## config.mk

```make
export PLATFORM = sky130hd
export DESIGN_NAME = down_counter_timer
export DESIGN_NICKNAME = d
export VERILOG_FILES = /design/src/rtl/down_counter_timer.sv
export SDC_FILE = /design/constraint.sdc
export NUM_CORES = 1
export LEC_CHECK = 0
export BUFFER_PORTS_ARGS = -buffer_cell sky130_fd_sc_hd__buf_2
export CORE_UTILIZATION = 45
export DETAILED_ROUTE_END_ITERATION = 6
export PLACE_DENSITY_LB_ADDON = 0.15
export SKIP_LAST_GASP = 1
export SYNTH_ARGS = -nofsm -noshare
export SYNTH_HDL_FRONTEND = slang
export SYNTH_SLANG_ARGS = --single-unit
```

## constraint.sdc

```tcl
create_clock -name clk -period 4.7 [get_ports clk]
set_clock_uncertainty 0.05 [all_clocks]
set_input_delay 0.94 -clock clk [delete_from_list [all_inputs] [get_ports clk]]
set_output_delay 0.94 -clock clk [all_outputs]
set_load 0.01 [all_outputs]
```

## src/rtl/down_counter_timer.sv

```systemverilog
// Programmable synchronous down-counter/timer with one-shot and auto-reload modes.
// Flags terminal count with a registered one-cycle pulse on the 1->0 edge.
module down_counter_timer #(
  parameter int unsigned WIDTH = 4
) (
  input  logic             clk,
  input  logic             reset,
  input  logic             load,
  input  logic [WIDTH-1:0] load_val,
  input  logic             start,
  input  logic             pause,
  input  logic             auto_reload,
  output logic [WIDTH-1:0] count_out,
  output logic             tc,
  output logic             busy,
  output logic             done
);

  typedef enum logic [1:0] {
    IDLE = 2'd0,
    RUN  = 2'd1,
    DONE = 2'd2
  } state_e;

  state_e           state_q, state_d;
  logic [WIDTH-1:0] count_q, count_d;
  logic [WIDTH-1:0] reload_q, reload_d;
  logic             tc_q, tc_d;

  always_ff @(posedge clk) begin
    if (reset) begin
      state_q  <= IDLE;
      count_q  <= '0;
      reload_q <= '0;
      tc_q     <= 1'b0;
    end else begin
      state_q  <= state_d;
      count_q  <= count_d;
      reload_q <= reload_d;
      tc_q     <= tc_d;
    end
  end

  always_comb begin
    state_d  = state_q;
    count_d  = count_q;
    reload_d = reload_q;
    tc_d     = 1'b0;

    if (load) begin
      reload_d = load_val;
      count_d  = load_val;
      state_d  = IDLE;
    end else begin
      unique case (state_q)
        IDLE: begin
          if (start && (count_q != '0)) state_d = RUN;
        end
        RUN: begin
          if (!pause) begin
            if (count_q > WIDTH'(1)) begin
              count_d = count_q - WIDTH'(1);
            end else if (count_q == WIDTH'(1)) begin
              count_d = '0;
              tc_d    = 1'b1;
              state_d = auto_reload ? RUN : DONE;
            end else if (reload_q != '0) begin
              // Zero-count cycle in periodic mode: reload and keep running.
              count_d = reload_q;
            end else begin
              state_d = DONE;
            end
          end
        end
        DONE: begin
          if (start) begin
            if (reload_q != '0) begin
              count_d = reload_q;
              state_d = RUN;
            end else begin
              state_d = IDLE;
            end
          end
        end
        default: state_d = IDLE;
      endcase
    end
  end

  assign count_out = count_q;
  assign tc        = tc_q;
  assign busy      = (state_q == RUN);
  assign done      = (state_q == DONE);

endmodule

```

==> impl_metrics.yaml <==
worst_setup_path:
  worstSetupStartpointType: "register"
  worst-path-max-fanout: 7
  r2r_cells: 6
  end_kind: "output pin"
  required_ns: 3.71
  crit_arrival_ns: 1.24
  path_class: "reg2out"
synthesis:
  synth-seq-area-share: 0.300
  synth_fp_nets: 97
  synth_cell_types: 36
  yosysWarnings: 0
  syn_inst: 84
  syn_area_per_cell_um2: 8.73
  netlist_area_um2: 733
  ys_ff_latch: 11
timing:
  drv_slew: 0
  tns_ns: 0
  setup_viol: 0
  setup_ws_ns: 2.47
  worst_hold_slack_ns: 0.501
  max-slew-margin-rel: 0.715
  fmax_mhz: 448
  worstMarginPinSlew_ns: 0.427
  rsz0062_at_grt: "false"
  final.min_clock_period_ns: 2.23
  hold_viol: 0
  fin_crit_sh: 0.475
layout:
  finalNetCount: 116
  final_area_um2: 851
  multi_input_area_um2: 478
  drive_above_1_share: 0.265
  final_util: 0.565
  fill_cells: 157
  stdcell_count: 118
  diodes: 0
  seq_area_um2: 220
  syn2layout_area_growth_pct: 16.0
  layout_commonest_cell: "buf_2"
  final_cell_mix: "buf_2, dfxtp_1, nor2_1"
power:
  power.density_nw_per_um2: 295
  ir_drop_mv: 0.198
  leakagePower_nw: 0.370
  power_uw: 251
routing:
  wl_per_cell_um: 14.0
  vias: 698
  drt-initial-drc-count: 33
  drc_errors: 0
  first_pass_iters: 4
  ant_nets: 0
  routed_wl_mm: 1.66
  avgViaCountPerCell: 5.92
placement:
  port_buffers: 16
  place_hpwl_mm: 1.23
  routabilityCongestion: 0.787
  place_ws_ns: 2.66
  place_area_um2: 825
  dpl.cell_count: 114
clock_tree:
  clk_path_buf_depth: 2
  ctsResizeCount: 0
  clk_latency_ns: 0.27
  hold_buffers: 0
  postCtsSetupRepairBufs: 0
  numCtsBuffers: 3
  ctsHtreeMaxLevel: 1
  cts.sinks: 11
  tritoncts: "built"
  root_buffer: "clkbuf_4"
  clkSlewWorstSetupHoldPaths_ns: 0.07
global_routing:
  overflow: 0
  grt_pass1_wl_mm: 2.80
  grt_max_degree: 15
  track_usage: 0.199
  antenna_found_initial: 0
  grt_pass1_vias: 635
outcome:
  status: "complete, no violations"
floorplan:
  rows: 14
  initial_core_util: 0.487
  fp.dieH_um: 42.4
  die_area_um2: 1790
  die_w_um: 42.4
  ios: 17
  core_area_um2: 1510
hold_path:
  whs_path_depth: 2
  hp-class: "reg2reg"
flow_run:
  max_cap_violations: 0
cell usage after synthesis:
cell / count / area share
a211oi_1: 1 / 0.010
a21o_1: 1 / 0.010
a21oi_1: 2 / 0.014
a221oi_1: 3 / 0.036
a311oi_4: 1 / 0.036
a31oi_1: 1 / 0.0085
a32oi_1: 1 / 0.012
and2_1: 1 / 0.0085
and3_1: 1 / 0.0085
buf_2: 1 / 0.0068
clkbuf_1: 1 / 0.0051
dfxtp_1: 11 / 0.30
ha_1: 3 / 0.051
inv_1: 5 / 0.026
inv_2: 2 / 0.010
mux2i_1: 4 / 0.055
nand2_1: 5 / 0.026
nand2b_1: 2 / 0.017
nand2b_2: 1 / 0.012
nand3_1: 2 / 0.014
nand3b_1: 2 / 0.020
nand4_1: 1 / 0.0085
nor2_1: 8 / 0.041
nor2b_1: 6 / 0.051
nor3_1: 4 / 0.027
nor3b_2: 1 / 0.017
nor4_1: 1 / 0.0085
o21ai_0: 1 / 0.0068
o21ai_1: 1 / 0.0068
o22ai_1: 1 / 0.0085
o2bb2ai_1: 1 / 0.012
o31ai_4: 1 / 0.029
o32ai_2: 1 / 0.022
o41ai_1: 4 / 0.048
or3b_1: 1 / 0.012
or4_4: 1 / 0.015
worst paths after layout:
check,start,endpoint,slack (ns)
setup / recovery,state_q[1]$_SDFFE_PP0P_,done,2.47
hold / removal,count_out[1]$_SDFFE_PP0P_,count_out[1]$_SDFFE_PP0P_,0.50
setup reg to reg,count_out[1]$_SDFFE_PP0P_,count_out[1]$_SDFFE_PP0P_,2.76
hold reg to reg,count_out[1]$_SDFFE_PP0P_,count_out[1]$_SDFFE_PP0P_,0.50
cell families after synthesis:
logic type / after synthesis / synth area share
and+or+nand+nor: 37 / 0.287
AOI/OAI and AO/OA: 20 / 0.259
DFF: 11 / 0.300
buffers and inverters: 9 / 0.0478
muxes: 4 / 0.0546
adders and majority gates: 3 / 0.0512
area by class of cell:
| class | instances | area share |
|---|---|---|
| multi-input combinational | 64 | 0.562 |
| sequential | 11 | 0.259 |
| timing repair buffer | 16 | 0.0941 |
| clock buffer | 4 | 0.0309 |
| inverter | 7 | 0.0309 |
| tap | 16 | 0.0235 |
state kept, by name, summed over array words and instances (netlist names):
register and flops:
state_q 2, tc 1, count_out 4, reload_q 4
worst max-delay path, cell delays in order (launching register included):
cell and delay, ns:
dfxtp_1 0.51, nand2b_2 0.16, inv_2 0.15, buf_2 0.15
power breakdown:
part           internal, mW  switching, mW
combinational        0.0342         0.0414
clock                0.0328         0.0320
sequential           0.0998         0.0104
per-layer routing:
| layer | GRT usage | wire length [um] | vias up |
|---|---|---|---|
| li1 | - | - | 350 |
| met1 | 0.283 | 844 | 326 |
| met2 | 0.305 | 735 | 22 |
| met3 | 0.0388 | 75 | 0 |
| met4 | 0.0563 | 0 | 0 |
| met5 | 0 | 0 | - |
No activity file was read; power rests on OpenSTA's default activity.
